--- src/rtl/router_pkg.sv ---
// router_pkg: shared state encoding and header field layout
// for the byte-stream packet router.
package router_pkg;

  typedef enum logic [1:0] {
    IDLE,
    LOAD,
    DISCARD,
    CHECK
  } state_t;

  localparam int DEST_LSB = 0;
  localparam int DEST_W   = 2;
  localparam int LEN_LSB  = 2;

  function automatic int cnt_w(input int depth);
    return $clog2(depth) + 1;
  endfunction

endpackage

--- src/rtl/router_fifo.sv ---
// router_fifo: one output channel queue with head read-out,
// full/valid flags and an unread-timeout flush.
module router_fifo
  import router_pkg::*;
#(
  parameter int DW      = 8,
  parameter int DEPTH   = 16,
  parameter int TIMEOUT = 30
) (
  input  logic          clk,
  input  logic          resetn,
  input  logic          push,
  input  logic          pop,
  input  logic [DW-1:0] din,
  output logic [DW-1:0] dout,
  output logic          full,
  output logic          vld,
  output logic          flush,
  output logic          lost
);

  localparam int AW   = $clog2(DEPTH);
  localparam int CW   = cnt_w(DEPTH);
  localparam int TW   = (TIMEOUT > 1) ? $clog2(TIMEOUT) : 1;
  localparam int TMAX = (TIMEOUT > 0) ? TIMEOUT - 1 : 0;

  logic [DW-1:0] mem [DEPTH];
  logic [AW-1:0] wr_ptr;
  logic [AW-1:0] rd_ptr;
  logic [CW-1:0] cnt;
  logic [TW-1:0] timer;
  logic          do_push;
  logic          do_pop;
  logic          expire;

  assign vld  = (cnt != '0);
  assign full = (cnt == CW'(DEPTH));
  assign dout = vld ? mem[rd_ptr] : '0;

  // A pop in the same cycle keeps the queue alive, so it never expires then.
  assign expire = (TIMEOUT != 0)
               && vld
               && !pop
               && (timer == TW'(TMAX));

  assign do_push = push && !full && !expire;
  assign do_pop  = pop && vld;
  assign lost    = push && expire;

  always_ff @(posedge clk) begin
    if (do_push) begin
      mem[wr_ptr] <= din;
    end
  end

  always_ff @(posedge clk) begin
    if (!resetn) begin
      wr_ptr <= '0;
      rd_ptr <= '0;
      cnt    <= '0;
      timer  <= '0;
      flush  <= 1'b0;
    end else begin
      flush <= expire;
      if (expire) begin
        wr_ptr <= '0;
        rd_ptr <= '0;
        cnt    <= '0;
        timer  <= '0;
      end else begin
        if (do_push) begin
          wr_ptr <= wr_ptr + AW'(1);
        end
        if (do_pop) begin
          rd_ptr <= rd_ptr + AW'(1);
        end
        unique case (1'b1)
          do_push && !do_pop: cnt <= cnt + CW'(1);
          do_pop && !do_push: cnt <= cnt - CW'(1);
          default: ;
        endcase
        if (!vld || pop) begin
          timer <= '0;
        end else begin
          timer <= timer + TW'(1);
        end
      end
    end
  end

endmodule

--- src/rtl/router_param_core.sv ---
// router_param_core: header/payload/parity byte-stream router
// steering payload into NCH per-channel queues with backpressure.
module router_param_core
  import router_pkg::*;
#(
  parameter int DW      = 8,
  parameter int DEPTH   = 16,
  parameter int NCH     = 3,
  parameter int TIMEOUT = 30
) (
  input  logic              clk,
  input  logic              resetn,
  input  logic              pkt_valid,
  input  logic [DW-1:0]     datain,
  output logic              busy,
  input  logic [NCH-1:0]    read_enb,
  output logic [NCH*DW-1:0] data_out,
  output logic [NCH-1:0]    vldout,
  output logic              err,
  output logic              drop,
  output logic [NCH-1:0]    flush
);

  localparam int LW = DW - LEN_LSB;

  state_t            state;
  state_t            state_n;
  logic [DEST_W-1:0] dest;
  logic [DEST_W-1:0] dest_n;
  logic [LW-1:0]     len_cnt;
  logic [LW-1:0]     len_n;
  logic [DW-1:0]     par_acc;
  logic [DW-1:0]     par_n;
  logic [DW-1:0]     par_byte;
  logic [DW-1:0]     pbyte_n;
  logic              err_n;
  logic              drop_n;

  logic [NCH-1:0]    full;
  logic [NCH-1:0]    push;
  logic [NCH-1:0]    lost;
  logic [3:0]        full4;
  logic              dest_full;
  logic              load_push;
  logic              hdr_bad;
  logic [DEST_W-1:0] hdr_dest;
  logic [LW-1:0]     hdr_len;

  assign hdr_dest = datain[DEST_LSB +: DEST_W];
  assign hdr_len  = datain[LEN_LSB +: LW];
  assign hdr_bad  = ({1'b0, hdr_dest} >= 3'(NCH));

  // Pad to the full 2-bit destination space so dest never indexes out of range.
  always_comb begin
    full4 = '0;
    full4[NCH-1:0] = full;
  end

  assign dest_full = full4[dest];

  assign busy = ((state == LOAD) && dest_full)
             || (state == CHECK);

  assign load_push = (state == LOAD)
                  && pkt_valid
                  && !dest_full
                  && (len_cnt != '0);

  for (genvar c = 0; c < NCH; c++) begin : g_ch
    assign push[c] = load_push && (dest == DEST_W'(c));

    router_fifo #(
      .DW      (DW),
      .DEPTH   (DEPTH),
      .TIMEOUT (TIMEOUT)
    ) u_fifo (
      .clk    (clk),
      .resetn (resetn),
      .push   (push[c]),
      .pop    (read_enb[c]),
      .din    (datain),
      .dout   (data_out[c*DW +: DW]),
      .full   (full[c]),
      .vld    (vldout[c]),
      .flush  (flush[c]),
      .lost   (lost[c])
    );
  end

  always_comb begin
    state_n = state;
    dest_n  = dest;
    len_n   = len_cnt;
    par_n   = par_acc;
    pbyte_n = par_byte;
    err_n   = 1'b0;
    drop_n  = |lost;
    unique case (state)
      IDLE: begin
        if (pkt_valid) begin
          dest_n = hdr_dest;
          len_n  = hdr_len;
          par_n  = datain;
          if (hdr_bad) begin
            state_n = DISCARD;
            drop_n  = 1'b1;
          end else begin
            state_n = LOAD;
          end
        end
      end
      LOAD: begin
        if (!pkt_valid) begin
          state_n = IDLE;
          drop_n  = 1'b1;
        end else if (!dest_full) begin
          if (len_cnt != '0) begin
            par_n = par_acc ^ datain;
            len_n = len_cnt - LW'(1);
          end else begin
            pbyte_n = datain;
            state_n = CHECK;
          end
        end
      end
      DISCARD: begin
        if (!pkt_valid || (len_cnt == '0)) begin
          state_n = IDLE;
        end else begin
          len_n = len_cnt - LW'(1);
        end
      end
      CHECK: begin
        err_n   = (par_acc != par_byte);
        state_n = IDLE;
      end
    endcase
  end

  always_ff @(posedge clk) begin
    if (!resetn) begin
      state    <= IDLE;
      dest     <= '0;
      len_cnt  <= '0;
      par_acc  <= '0;
      par_byte <= '0;
      err      <= 1'b0;
      drop     <= 1'b0;
    end else begin
      state    <= state_n;
      dest     <= dest_n;
      len_cnt  <= len_n;
      par_acc  <= par_n;
      par_byte <= pbyte_n;
      err      <= err_n;
      drop     <= drop_n;
    end
  end

endmodule
--- config.mk ---
export PLATFORM = sky130hd
export DESIGN_NAME = router_param_core
export DESIGN_NICKNAME = d
export VERILOG_FILES = /design/src/rtl/router_pkg.sv /design/src/rtl/router_fifo.sv /design/src/rtl/router_param_core.sv
export SDC_FILE = /design/constraint.sdc
export NUM_CORES = 1
export LEC_CHECK = 0
export BUFFER_PORTS_ARGS = -buffer_cell sky130_fd_sc_hd__buf_2
export CORE_MARGIN = 4
export CORE_UTILIZATION = 39
export CTS_CLUSTER_SIZE = 14
export DETAILED_ROUTE_END_ITERATION = 8
export PLACE_DENSITY = 0.51
export SLEW_MARGIN = 0
export SYNTH_ARGS = -nofsm -noshare
export SYNTH_HDL_FRONTEND = slang
export SYNTH_SLANG_ARGS = --single-unit
--- constraint.sdc ---
create_clock -name clk -period 6.4 [get_ports clk]
set_input_delay 0.64 -clock clk [delete_from_list [all_inputs] [get_ports clk]]
set_output_delay 0.64 -clock clk [all_outputs]
set_load 0.01 [all_outputs]
# Yosys cells after proc, flatten, opt, wreduce, memory -nomap -nowiden
# Memory sizes are Yosys's and may differ from the RTL's. A register that Yosys moved wholly into a read port is not among the register bits.
# Cells that the tools add are included.
dict set report classes {
  addsub 16
  order_cmp 2
  eq_ne 20
  mux 42
  bitwise_logic 4
  reduce_logical 81
}
# op n
set op_table {}
lappend op_table {{$mux 8} 7}
lappend op_table {{$logic_and 1x1->1} 31}
lappend op_table {{$add 5x1->5 const B} 6}
lappend op_table {{$eq 5x5->1 const B} 6}
lappend op_table {{$mux 6} 5}
lappend op_table {{$pmux 5 s2} 3}
lappend op_table {{$add 4x1->4 const B} 6}
lappend op_table {{$mux 4} 6}
lappend op_table {{$logic_not 1->1} 20}
lappend op_table {{$pmux 6 s3} 1}
lappend op_table {{$pmux 8 s2} 1}
lappend op_table {{$reduce_bool 5->1} 3}
lappend op_table {{$sub 5x1->5 const B} 3}
lappend op_table {{$mux 2} 6}
lappend op_table {{$reduce_or 3->1} 4}
lappend op_table {{$mux 1} 10}
lappend op_table {{$ne 2x2->1 const B} 5}
lappend op_table {{$ne 8x8->1} 1}
lappend op_table {{$pmux 2 s4} 1}
lappend op_table {{$reduce_and 4->1} 2}
lappend op_table {{$reduce_bool 2->1} 4}
lappend op_table {{$xor 8x8->8} 1}
lappend op_table {{$eq 2x2->1 const B} 3}
lappend op_table {{$logic_not 6->1} 1}
lappend op_table {{other kinds (17)} 29}
dict set report word_totals {
  reg_bits 85
  mem_bits_rw 384
  inputBits 14
  output_inout_bits 33
  wordCells 190
  n_memories 3
}
# memory depth word_bits read_ports rd_clocked_by_memory_dff write_ports line_no
set mem_list {}
lappend mem_list {{g_ch[0].u_fifo.mem} 16 8 1 1 1 router_fifo.sv:27} ;# logic [DW-1:0] mem [DEPTH];
lappend mem_list {{g_ch[1].u_fifo.mem} 16 8 1 1 1 router_fifo.sv:27}
lappend mem_list {{g_ch[2].u_fifo.mem} 16 8 1 1 1 router_fifo.sv:27}

# Depth between registers and ports, before layout
dict set report depth {
  depth_word 12
  ltp_mapped 15
}

# Hierarchy
# Synthesis repeated with hierarchy kept, for this count alone.
dict set report unflattened {
  hier_cells 1215
  hier_area_um2 19779.0
}
# mod instances cells_each area_per_inst_um2 seq_area_each_um2
set modules_own_cells {}
lappend modules_own_cells {router_fifo 3 339 6055.8 4304.1}
lappend modules_own_cells {router_param_core 1 198 1611.5 560.5}

# Worst setup path before layout
# OpenSTA, ideal clock, no wires.
dict set report synth_timing {
  path_kind {flip-flop to flip-flop}
  startpoint {register len_cnt[0]}
  endpoint {register g_ch[0].u_fifo.cnt[4]}
  setup_time_ps 72
  arrival_time_ps 3030
  required_ps 6328
  setup_slack_ps 3298
  stages_incl_launch_ff 16
  path_buffers 1
  path_cell_list {dfxtp_1 -> inv_1 -> ha_1 -> nor2b_1 -> a211oi_2 -> and3_1 -> buf_4 -> inv_2 -> ha_1 -> xor2_1 -> ha_1 -> a211o_1 -> a21oi_1 -> a221oi_1 -> or3_1 -> a21oi_1}
}
dict set report synth_via {
  elab_chain_len 8
  word_cells_on_any_way 10
  cone_classes {mux: 1; reduce/logical: 9}
}
# item line_no
set synth_lines {}
lappend synth_lines {{from (decl)} router_param_core.sv:30} ;# logic [LW-1:0] len_cnt;
lappend synth_lines {{from (signal assigned)} router_param_core.sv:152} ;# len_cnt <= len_n;
lappend synth_lines {{$reduce_bool 6->1 (*)} router_param_core.sv:67} ;# && (len_cnt != '0);
lappend synth_lines {{$logic_and 1x1->1 (*)} router_param_core.sv:67}
lappend synth_lines {{$logic_and 1x1->1 (*)} router_param_core.sv:70} ;# assign push[c] = load_push && (dest == DEST_W'(c));
lappend synth_lines {{$logic_and 1x1->1 (*) (2 in series)} router_fifo.sv:46} ;# assign do_push = push && !full && !expire;
lappend synth_lines {{$logic_not 1->1} router_fifo.sv:79} ;# do_pop && !do_push: cnt <= cnt - CW'(1);
lappend synth_lines {{$logic_and 1x1->1} router_fifo.sv:79}
lappend synth_lines {{$pmux 5 s2 / $reduce_bool 2->1 (equally long branches)} n/a}
lappend synth_lines {{to (signal assigned)} router_fifo.sv:78} ;# do_push && !do_pop: cnt <= cnt + CW'(1);
lappend synth_lines {{to (signal assigned)} router_fifo.sv:79}
lappend synth_lines {{to (decl)} router_fifo.sv:30} ;# logic [CW-1:0] cnt;
# Mark *: on every way between the ends. The rest lies on a longest branch, timed or not.
# A chain may end at the register's enable or synchronous reset.

# Final worst setup path
# Same ends and word-level chain as after synthesis.

==> metrics <==
Routed WL between 40 and 50 mm; post-DR wirelength/cell 21.84 microns; reg2reg setup slack 2.77 ns; final instance area around 23,000 sq um; post-layout util 0.4503; number of I/O pins between 40 and 50; first-pass GRT wire length 65.40 mm; Final Non-Filler Cells 1,955; maximum vdd drop 0.2675 mV; Fill cells 4,357; Sw Pwr 2.361 mW; number of remaining DRC errors 0; FF+latch count, synth 481; Slew Limit Headroom 0.2292; vias in the first global route 10,619; slowest stage cell, crit path a211oi_2; critical path class flop to flop; Final Hold Slack between 0.3 and 0.4 ns; die height 233.4 microns; postcts setup bufs 0; hold-fix buffers at CTS 0; largest net degree at the start of global routing 56; CTS tree done; antenna violation net count after detailed routing 0; total gr overflow 0; internal power 6.181 mW; TritonRoute pass-1 iters 5; # diodes 0; sequential share of the synthesized area 0.6802; detailed router's first-iteration violation count 900; clock sink count 481; sw frac 0.2764; area of the core around 50,000 sq um; count leader, synth edfxtp_1; Num CTS Buffers between 50 and 60; placed cells 1,859; Critical Path, Cell by Cell inv_1, ha_1, nor2b_1, a211oi_2, and3_1, inv_2, ha_1, xor2_1, ha_1, a211o_1, a21oi_1, a221oi_1, or3_1, a21oi_1; CTS root buf clkbuf_16; fin. max-slew vios 0; met2 WL around 20 mm; Synth area leaders edfxtp_1, mux4_2, dfxtp_1; Clock Path Buffers 3; CP peak stage delay 0.52 ns; die area 54,450 sq um; status finished, final reports clean; WL met3 1.656 mm; Worst Path Max Fanout 8; initial antenna violation count 1; Post-Route Skew 0.02440 ns; Synth Flop Type edfxtp_1; max frequency 275.4 MHz; Syn. warnings 0; Layout area overhead 14.06%; WP data required 6.89 ns; hold crit path type input port to flop; post-synthesis async set-or-reset flop share 0; die span in x 233.4 microns; Mapped Area just under 20,000 sq um; Synth Net Count 1,236; post-cts gate resize count 0; Skew-Pair Late Insertion Delay 0.59 ns; Final Critical Period 3.631 ns; unrepaired setup endpoints after global routing false; top cells by count, synth edfxtp_1, mux4_2, dfxtp_1; Total Power between 8 and 9 mW; sequential share of power 0.419; port bufs 46; Gate Count Post-Synth 1,183; DR vias 10,251; Synth top area share 0.5822; wl on met1 19.93 mm; Leak 7.457 nW; layout net count 1,293; share of layout cells above drive strength 1 0.2237; Max Cap Viol 0; highest routed layer met4; FP Rows 82; Final Hold Viols 0; Vias/cell 5.243; total global-route track usage 0.1590; Post-synth EDFFs between 300 and 400; Final GP Congestion 0.7858; DP Worst Slack between 2 and 3 ns; Power Density about 380 nW/um^2; post-synthesis cell type count 63; Worst EP arrival between 4 and 5 ns; worst setup margin approximately 2.8 ns; Placed Area roughly 21,000 sq um; Top cell by count, worst path ha_1; Tightest Pin Transition 1.147 ns; H-Tree Depth 2; Avg Cell Area, Syn 16.74 sq um; Yosys top cell by area edfxtp_1; Detail Placement HPWL 25.26 mm; Clock transition at path regs 0.06 ns; Final Setup Violations 0; Initial Utilization 0.3948; CP Launch Type flop; clock share of power 0.372; Worst Setup End Kind flop; Post-Route Setup TNS 0 ns; combinational share of power 0.209; fraction of the cycle the final worst path needs 0.5673
[cell families after synthesis]
group | Yosys count | share of synthesized area
AO/OA/AOI/OAI | 122 | 0.04138
XOR/XNOR | 41 | 0.01813
adder cells (fa/ha/maj) | 39 | 0.02464
buffers and inverters | 97 | 0.02104
flip-flops | 481 | 0.6802
multiplexers | 138 | 0.1456
AND/OR/NAND/NOR | 265 | 0.06898
[layout by cell type, fill, tap and decap left out, drive strengths merged, types with 7 or more instances in the layout]
cell / instances
and3: 7
inv: 40
buf: 60
ha: 39
a211o: 7
a21oi: 33
edfxtp: 384
nand3: 16
or3: 11
clkbuf: 61
dfxtp: 97
o211ai: 7
nor4: 15
nand4: 12
clkinv: 23
nand2: 38
xor2: 28
bufinv: 8
nor3: 19
o21ai: 24
nor2: 86
nand2b: 12
and2: 39
mux2i: 17
mux4: 120
xnor2: 13
[worst max-delay path, delay by kind of cell (launching register included)]
kind | cells | cell delay (ns)
compound gates | 5 | 1.14
simple gates | 3 | 0.92
fa+ha+maj | 3 | 0.77
flops | 1 | 0.36
buf+inv | 2 | 0.18
xor+xnor | 1 | 0.18
[per-layer routing]
metal  up-vias  track usage
met2       185       0.2560
met5         -            0
met1      5257       0.2273
met4         0      0.04090
met3        60      0.02512
li1       4749            -
[flip-flops by register name (all words and copies together) (netlist names), named ones only]
name and flops:
dest 2, err 1, drop 1, state 2, g_ch.u_fifo.timer 15, par_byte 8
g_ch.u_fifo.rd_ptr 12, g_ch.u_fifo.flush 3, g_ch.u_fifo.wr_ptr 12, len_cnt 6, g_ch.u_fifo.mem 384, g_ch.u_fifo.cnt 15
par_acc 8
[area by class of cell]
type	instances	area, sq um	share of cell area
clock inverter	35	417.9	0.01850
inverter	41	153.9	0.006812
multi-input combinational	605	5937	0.2628
tap	672	840.8	0.03722
clock buffer	61	1430	0.06330
timing repair buffer	60	335.3	0.01484
sequential	481	13480	0.5965
[power groups by stage]
stage                     Sequential, mW  Combinational (mW)  Clock (mW)
after floorplan                     3.62                1.34           0
after global placement              3.65                1.82           0
after detailed placement            3.65                1.83           0
after CTS                           3.58                1.83        3.27
after global routing                3.60                2.00        3.39
final                               3.58                1.79        3.18
[final timing paths]
check | end | from | cells after the start
max | g_ch[0].u_fifo.cnt[4]$_SDFFE_PP0P_ | len_cnt[0]$_SDFFE_PN0P_ | 14
max reg2reg | g_ch[0].u_fifo.cnt[4]$_SDFFE_PP0P_ | len_cnt[0]$_SDFFE_PN0P_ | 14
min | g_ch[2].u_fifo.timer[1]$_SDFF_PP0_ | read_enb[2] | 2
min reg2reg | g_ch[1].u_fifo.timer[0]$_SDFF_PP0_ | g_ch[1].u_fifo.timer[0]$_SDFF_PP0_ | 1
Note: power is estimated with default switching activity, not from simulation.
